## config.mk

```make
export PLATFORM = sky130hd
export DESIGN_NAME = phase_lamp_sequencer
export DESIGN_NICKNAME = d
export VERILOG_FILES = /design/src/rtl/traffic_pkg.sv /design/src/rtl/approach_req_decode.sv /design/src/rtl/phase_lamp_sequencer.sv
export SDC_FILE = /design/constraint.sdc
export NUM_CORES = 1
export LEC_CHECK = 0
export ABC_AREA = 1
export CAP_MARGIN = 20
export CORE_MARGIN = 10
export CORE_UTILIZATION = 35
export CTS_BUF_LIST = sky130_fd_sc_hd__clkbuf_4
export DETAILED_ROUTE_END_ITERATION = 6
export PLACE_DENSITY_LB_ADDON = 0.1
export SYNTH_ARGS = -nofsm -noshare
export SYNTH_HDL_FRONTEND = slang
export SYNTH_SLANG_ARGS = --single-unit
```

## constraint.sdc

```tcl
create_clock -name clk -period 2.7 [get_ports clk]
set_clock_uncertainty 0.1 [all_clocks]
set_input_delay 0.54 -clock clk [delete_from_list [all_inputs] [get_ports clk]]
set_output_delay 0.54 -clock clk [all_outputs]
set_load 0.02 [all_outputs]
```

## src/rtl/traffic_pkg.sv

```systemverilog
// Shared codes and types for the traffic lamp sequencer.
// Command, lamp and approach encodings plus the sequencer state enum.
package traffic_pkg;

  localparam logic [1:0] CMD_GO   = 2'b01;
  localparam logic [1:0] CMD_STOP = 2'b10;

  localparam logic [2:0] LAMP_RED = 3'b100;
  localparam logic [2:0] LAMP_AMB = 3'b010;
  localparam logic [2:0] LAMP_GRN = 3'b001;
  localparam logic [2:0] LAMP_OFF = 3'b000;

  localparam logic [1:0] IDX_E = 2'd0;
  localparam logic [1:0] IDX_W = 2'd1;
  localparam logic [1:0] IDX_N = 2'd2;
  localparam logic [1:0] IDX_S = 2'd3;

  typedef enum logic [1:0] {
    ALL_RED,
    GREEN,
    AMBER,
    FAULT
  } state_t;

endpackage

```

## src/rtl/approach_req_decode.sv

```systemverilog
// Combinational decode of the four approach commands.
// Flags a single legal go request, an all-stop pattern, or an illegal mix.
module approach_req_decode
  import traffic_pkg::*;
(
  input  logic [1:0] i_cmd_e,
  input  logic [1:0] i_cmd_w,
  input  logic [1:0] i_cmd_n,
  input  logic [1:0] i_cmd_s,
  output logic       o_valid_req,
  output logic       o_no_req,
  output logic       o_illegal,
  output logic [1:0] o_req_idx
);

  logic [3:0] w_go;
  logic [3:0] w_stop;

  assign w_go = {
    i_cmd_s == CMD_GO,
    i_cmd_n == CMD_GO,
    i_cmd_w == CMD_GO,
    i_cmd_e == CMD_GO
  };

  assign w_stop = {
    i_cmd_s == CMD_STOP,
    i_cmd_n == CMD_STOP,
    i_cmd_w == CMD_STOP,
    i_cmd_e == CMD_STOP
  };

  always_comb begin
    o_valid_req = 1'b0;
    o_req_idx   = IDX_E;
    unique case (1'b1)
      (w_go == 4'b0001 && w_stop == 4'b1110): begin
        o_valid_req = 1'b1;
        o_req_idx   = IDX_E;
      end
      (w_go == 4'b0010 && w_stop == 4'b1101): begin
        o_valid_req = 1'b1;
        o_req_idx   = IDX_W;
      end
      (w_go == 4'b0100 && w_stop == 4'b1011): begin
        o_valid_req = 1'b1;
        o_req_idx   = IDX_N;
      end
      (w_go == 4'b1000 && w_stop == 4'b0111): begin
        o_valid_req = 1'b1;
        o_req_idx   = IDX_S;
      end
      default: ;
    endcase
  end

  assign o_no_req  = (w_stop == 4'b1111);
  assign o_illegal = !(o_valid_req || o_no_req);

endmodule

```

## src/rtl/phase_lamp_sequencer.sv

```systemverilog
// Lamp sequencer: timed amber and all-red clearance between greens.
// Illegal command patterns that persist latch a flashing-amber fault.
module phase_lamp_sequencer
  import traffic_pkg::*;
#(
  parameter int AMBER_TICKS  = 3,
  parameter int CLEAR_TICKS  = 2,
  parameter int CNT_W        = 4,
  parameter int FAULT_FILTER = 2
) (
  input  logic       clk,
  input  logic       rst_n,
  input  logic       tick,
  input  logic [1:0] cmd_e,
  input  logic [1:0] cmd_w,
  input  logic [1:0] cmd_n,
  input  logic [1:0] cmd_s,
  output logic [2:0] lamp_e,
  output logic [2:0] lamp_w,
  output logic [2:0] lamp_n,
  output logic [2:0] lamp_s,
  output logic [1:0] active_idx,
  output logic       fault
);

  localparam int FLT_W = $clog2(FAULT_FILTER + 1);

  localparam logic [CNT_W-1:0] AMB_LD = CNT_W'(AMBER_TICKS);
  localparam logic [CNT_W-1:0] CLR_LD = CNT_W'(CLEAR_TICKS);
  localparam logic [CNT_W-1:0] CNT_1  = CNT_W'(1);
  localparam logic [FLT_W-1:0] FLT_MX = FLT_W'(FAULT_FILTER);

  state_t r_state;
  state_t w_state_nxt;

  logic [CNT_W-1:0] r_cnt;
  logic [CNT_W-1:0] w_cnt_nxt;
  logic [CNT_W-1:0] w_cnt_dec;
  logic             w_cnt_le1;

  logic [FLT_W-1:0] r_filt;
  logic [FLT_W-1:0] w_filt_inc;
  logic [FLT_W-1:0] w_filt_nxt;
  logic             w_fault_hit;

  logic [1:0]       r_active;
  logic [1:0]       w_active_nxt;
  logic             r_flash;
  logic             w_flash_nxt;
  logic             r_fault;

  logic [3:0][2:0]  r_lamps;
  logic [3:0][2:0]  w_lamps_nxt;

  logic             w_valid;
  logic             w_none;
  logic             w_illegal;
  logic [1:0]       w_req_idx;

  approach_req_decode u_dec (
    .i_cmd_e     (cmd_e),
    .i_cmd_w     (cmd_w),
    .i_cmd_n     (cmd_n),
    .i_cmd_s     (cmd_s),
    .o_valid_req (w_valid),
    .o_no_req    (w_none),
    .o_illegal   (w_illegal),
    .o_req_idx   (w_req_idx)
  );

  assign w_cnt_dec = (r_cnt == '0) ? '0 : r_cnt - CNT_1;
  assign w_cnt_le1 = (r_cnt <= CNT_1);

  assign w_filt_inc = r_filt + 1'b1;
  assign w_filt_nxt = !w_illegal       ? '0 :
                      (r_filt == FLT_MX) ? r_filt : w_filt_inc;
  assign w_fault_hit = w_illegal && (w_filt_inc >= FLT_MX);

  // Fault entry ignores tick and overrides every other transition.
  always_comb begin
    w_state_nxt  = r_state;
    w_cnt_nxt    = r_cnt;
    w_active_nxt = r_active;
    w_flash_nxt  = r_flash;
    if (w_fault_hit && r_state != FAULT) begin
      w_state_nxt = FAULT;
      w_flash_nxt = 1'b1;
    end else if (tick) begin
      unique case (r_state)
        ALL_RED: begin
          if (w_cnt_le1 && w_valid) begin
            w_state_nxt  = GREEN;
            w_active_nxt = w_req_idx;
          end else begin
            w_cnt_nxt = w_cnt_dec;
          end
        end
        GREEN: begin
          if ((w_valid && w_req_idx != r_active) || w_none) begin
            w_state_nxt = AMBER;
            w_cnt_nxt   = AMB_LD;
          end
        end
        AMBER: begin
          if (w_cnt_le1) begin
            w_state_nxt = ALL_RED;
            w_cnt_nxt   = CLR_LD;
          end else begin
            w_cnt_nxt = w_cnt_dec;
          end
        end
        FAULT: w_flash_nxt = ~r_flash;
        default: ;
      endcase
    end
  end

  // Lamps follow the next state so they update on the same edge.
  always_comb begin
    w_lamps_nxt = {4{LAMP_RED}};
    unique case (w_state_nxt)
      GREEN:   w_lamps_nxt[w_active_nxt] = LAMP_GRN;
      AMBER:   w_lamps_nxt[w_active_nxt] = LAMP_AMB;
      FAULT:   w_lamps_nxt = {4{w_flash_nxt ? LAMP_AMB : LAMP_OFF}};
      default: ;
    endcase
  end

  always_ff @(posedge clk or negedge rst_n) begin
    if (!rst_n) begin
      r_state  <= ALL_RED;
      r_cnt    <= CLR_LD;
      r_filt   <= '0;
      r_active <= IDX_E;
      r_flash  <= 1'b0;
      r_fault  <= 1'b0;
      r_lamps  <= {4{LAMP_RED}};
    end else begin
      r_state  <= w_state_nxt;
      r_cnt    <= w_cnt_nxt;
      r_filt   <= w_filt_nxt;
      r_active <= w_active_nxt;
      r_flash  <= w_flash_nxt;
      r_fault  <= (w_state_nxt == FAULT);
      r_lamps  <= w_lamps_nxt;
    end
  end

  assign lamp_e     = r_lamps[IDX_E];
  assign lamp_w     = r_lamps[IDX_W];
  assign lamp_n     = r_lamps[IDX_N];
  assign lamp_s     = r_lamps[IDX_S];
  assign active_idx = r_active;
  assign fault      = r_fault;

endmodule

```

=== Yosys cells after proc, flatten, opt, wreduce, memory -nomap -nowiden ===
Index checks and enable logic that the tools add are counted.

* $add $sub $neg: 2
* Bitwise logic cells: 3
* Equal/unequal tests: 29
* Reduce and logical (&&, ||, !) cells: 17
* Multiplexer cells: 26
* Magnitude comparators: 4

{| class="wikitable"
|+ Operators with widths
! kind !! number
|-
| one-hot mux 12 bit (3 select lines) || 1
|-
| 2-to-1 mux 2 bit || 12
|-
| equality test 4 bit, second input constant || 5
|-
| equality test 2 bit, second input constant || 9
|-
| 2-to-1 mux 4 bit || 4
|-
| equality test 2 x 1 -> 1 bit, second input constant || 6
|-
| one-hot mux 2 bit (3 select lines) || 2
|-
| one-hot mux 4 bit (3 select lines) || 1
|-
| logical AND 1 bit || 9
|-
| equality test 4 x 3 -> 1 bit, second input constant || 2
|-
| inequality test 2 bit, second input constant || 4
|-
| demux 3 bit (select 2 bit) || 1
|-
| AND reduction 5 bit || 1
|-
| equality test 4 x 1 -> 1 bit, second input constant || 1
|-
| equality test 4 x 2 -> 1 bit, second input constant || 1
|-
| less-or-equal comparator 4 x 1 -> 1 bit, second input constant || 1
|-
| zero test 4 bit || 1
|-
| 2-to-1 mux 1 bit || 4
|-
| inverter 4 bit || 1
|-
| OR reduction 4 bit || 1
|-
| subtractor 4 x 1 -> 4 bit, second input constant || 1
|-
| < comparator 2 x 3 -> 1 bit, second input constant || 1
|-
| 2-to-1 mux 3 bit || 1
|-
| nonzero test 3 bit || 1
|-
| other kinds (8) || 10
|}

* Input bits: 11
* Register bits: 24
* Output and inout bits: 15

=== Logic depth before layout (Yosys ltp) ===
* Depth in word-level cells: 16
* Gate-level depth with buffers: 15
* Mapped depth without buffers: 15

=== By module ===
Synthesis repeated with hierarchy kept, for this count alone.

* Cells, all modules: 196
* Area total of the unflattened synthesis: 1508.9 um^2

{| class="wikitable"
|+ Modules (own cells, without submodules)
! module !! area each (um^2) !! sequential area each (um^2) !! cells each !! times used
|-
| phase_lamp_sequencer || 1357.6 || 606.8 || 165 || 1
|-
| approach_req_decode || 151.4 || 0.0 || 31 || 1
|}

=== Worst setup path before layout ===
OpenSTA, ideal clock, no wires.

* Kind: input to register
* From: input port cmd_w[0]
* To: register r_lamps (netlist bit lamp_n[1])
* Arrival time: 1.732 ns
* Required time: 2.480 ns
* Stages: 12
* Setup time: 0.120 ns
* Slack: 0.748 ns
* Cells stage by stage: inv_1 > nand2_1 > nor2_4 > nand2_1 > nand2_2 > nor2_8 > nand3b_4 > nor2_4 > a21oi_4 > nand2_8 > nand3_4 > o21ai_2

{| class="wikitable"
|+ RTL lines
! item !! line !! text
|-
| start: declaration || phase_lamp_sequencer.sv:15 || <nowiki>input logic [1:0] cmd_w,</nowiki>
|-
| end signal: assignment || phase_lamp_sequencer.sv:137 || <nowiki>r_lamps <= {4{LAMP_RED}};</nowiki>
|-
| end signal: assignment || phase_lamp_sequencer.sv:145 || <nowiki>r_lamps <= w_lamps_nxt;</nowiki>
|-
| end: declaration || phase_lamp_sequencer.sv:52 || <nowiki>logic [3:0][2:0] r_lamps;</nowiki>
|}

==> results.toml <==
[floorplanning]
io_pins = 26
fp-row-count = 25
die_h_um = 89.1
initial_core_util = 0.358
dieWidth_um = 89.1
fp.coreArea_mm2 = 0.00466
dieArea_mm2 = 0.00794

[pwr]
power.leakage_uw = 0.000995
p_per_area_mw_per_mm2 = 1130
ir_drop_v = 0.000515

[timing]
grt_setup_unrepaired = "false"
whs_ns = 0.427
timing.setup.tns_ns = 0
fmax_ghz = 0.449
tightest_slew_ns = 0.524
timing.final.crit_share = 0.824
setup_viol = 0
finalHoldViolations = 0
slew_violations = 0
slew_headroom = 0.649
min_period_ns = 2.23

[final_layout]
area_growth_pct = 23.1
utilization = 0.441
num_antenna_cells = 0
drive_gt1_frac = 0.265
fin_nets = 240
final_area_mm2 = 0.00206

[worst_setup_path]
critPathMaxFanout = 8
path_class = "in2reg"
worstPathRequired_ns = 2.83
reg2reg_from = "r_state[0]$_DFF_PN0_"
cpMaxStageDelayCell = "clkdlybuf4s50_1"
max_stage_delay_ns = 0.49
critPathLaunch = "cmd_e[1]"
crit_family = "simple AND/OR/NAND/NOR gates"
critPathArrivalTime_ns = 2.35
r2r_setup_slack_ns = 0.62
critical_path_buf_inv_count = 1
crit_chain = "clkdlybuf4s50_1, nand2_2, nor2_4, nand2_1, nand2_2, nor2_8, nand3b_4, nor2_4, a21oi_4, nand2_8, nand3_4, o21ai_2"
worst_setup_path_start_kind = "primary input"
end_kind = "flip-flop"

[global_route]
grt_max_degree = 15
grt_pass1_vias = 1320
grt_pass1_wl_um = 6300
track_usage = 0.100
overflow = 0
antenna_found_initial = 0

[cts]
cts_buffers = 3
h-tree-depth = 1
clock_latency_ns = 0.32
cts-resized-gates = 0
cts_root_buffer = "clkbuf_4"
tritoncts = "built"
clock_sink_count = 24
hold_buffers = 0
post-cts-setup-buffer-count = 0
path_clk_slew_ns = 0.14
clockBufferDepth = 2

[run]
maxCapViolCount = 0

[routing]
first_iter_violations = 53
dr.pass1.iters = 4
drc = 0
wirelength_um = 3650
via_count = 1305
vias_per_cell = 4.71
ant_nets = 0
routedWlPerCell_um = 13.2

[place]
place_area_mm2 = 0.00200
routabilityCongestion = 0.775
dp.final_hpwl_um = 3010
io_buffer_count = 25

[synth]
avgSynthCellArea_um2 = 8.70
ys_warn_count = 0
syn-cell-area_mm2 = 0.00167
ys_ff_latch = 24
synth_cells = 192
ys_types = 28
synth_fp_nets = 208
ys_seq_area_frac = 0.363

[run_status]
status = "completed"

[min_path]
holdCritPathClass = "reg2reg"
hp-start = "r_cnt[1]$_DFFE_PN1P_"
through the flow:
step | power, uW | std cells | setup slack (ns)
after floorplan | 1710 | 192 | 0.748
after global placement | 2030 | 273 | 0.134
after detailed placement | 2070 | 273 | 0.0977
after CTS | 2340 | 277 | 0.450
after global routing | 2510 | 277 | 0.329
final | 2310 | 277 | 0.475
where the power goes:
group          switching [uW]  internal, uW
logic                     894           562
registers                66.8           524
clock network             117           150
Yosys cell counts:
master | count | area (um^2)
nand2_1 | 39 | 146
inv_1 | 24 | 90.1
dfrtp_1 | 19 | 475
nor2_1 | 18 | 67.6
nand3_1 | 12 | 60.1
nand2_2 | 11 | 68.8
nand4_1 | 9 | 56.3
nand2_4 | 6 | 67.6
dfstp_2 | 5 | 131
ha_1 | 5 | 62.6
inv_2 | 5 | 18.8
o21ai_0 | 5 | 25.0
nand3_4 | 4 | 70.1
nor2_4 | 4 | 45.0
o21ai_2 | 4 | 35.0
a21oi_1 | 3 | 15.0
a21oi_4 | 3 | 48.8
nand2_8 | 3 | 60.1
nand3_2 | 2 | 20.0
nor2_2 | 2 | 12.5
xor2_1 | 2 | 17.5
a21oi_2 | 1 | 8.76
a31oi_1 | 1 | 6.26
nand3b_4 | 1 | 20.0
nor2_8 | 1 | 20.0
o221ai_1 | 1 | 8.76
o22ai_1 | 1 | 6.26
or2_2 | 1 | 6.26
sequential cells by signal, indices dropped and copies added, names as in the netlist:
name,count
r_state,2
r_cnt,4
r_filt,2
lamp_e,3
lamp_s,3
lamp_w,3
active_idx,2
r_flash,1
fault,1
lamp_n,3
layout make-up:
class	count	area (um^2)
inverters	29	109
fillers	452	2610
repair buffers	27	265
multi-input cells	139	955
clock inverters	1	30.0
flip-flops and latches	24	607
well taps	54	67.6
clock buffers	3	22.5
worst paths after layout:
path	cells after the start	end
worst max-delay path	12	lamp_e[1]$_DFF_PN0_
worst min-delay path	2	r_cnt[1]$_DFFE_PN1P_
worst max register to register	10	lamp_e[1]$_DFF_PN0_
worst min register to register	2	r_cnt[1]$_DFFE_PN1P_
max in group asynchronous	2	lamp_w[0]$_DFF_PN0_
min in group asynchronous	1	r_cnt[0]$_DFFE_PN0P_
cells by family (layout without fill, tap and decap cells):
| family | count (synthesis) | in the layout | synth area share |
|---|---|---|---|
| simple gates | 113 | 113 | 0.431 |
| buf+inv | 29 | 60 | 0.0652 |
| flops | 24 | 24 | 0.363 |
| compound gates | 19 | 19 | 0.0921 |
| fa+ha+maj | 5 | 5 | 0.0375 |
| xor+xnor | 2 | 2 | 0.0105 |
routing by layer:
metal / vias to the layer above / global-route usage / wire length, um
li1: 679 / - / -
met1: 600 / 0.115 / 1560
met2: 22 / 0.169 / 1830
met3: 4 / 0.0410 / 214
met4: 0 / 0.0231 / 38
met5: - / 0 / 0
worst register-to-register path, delay by kind of cell, from the launching register on:
kind,cells,cell delay (ns)
DFF,1,0.46
and+or+nand+nor,5,0.53
AOI/OAI and AO/OA,3,0.44
buffers and inverters,1,0.17
adders and majority gates,1,0.31
cells in the final DEF, fill, tap and decap left out, drive strengths merged:
master	instances
a21oi	7
a31oi	1
buf	2
bufinv	1
clkbuf	3
clkdlybuf4s50	25
dfrtp	19
dfstp	5
ha	5
inv	29
nand2	59
nand3	18
nand3b	1
nand4	9
nor2	25
o21ai	9
o221ai	1
o22ai	1
or2	1
xor2	2
Power figures use the tool's default switching activity.
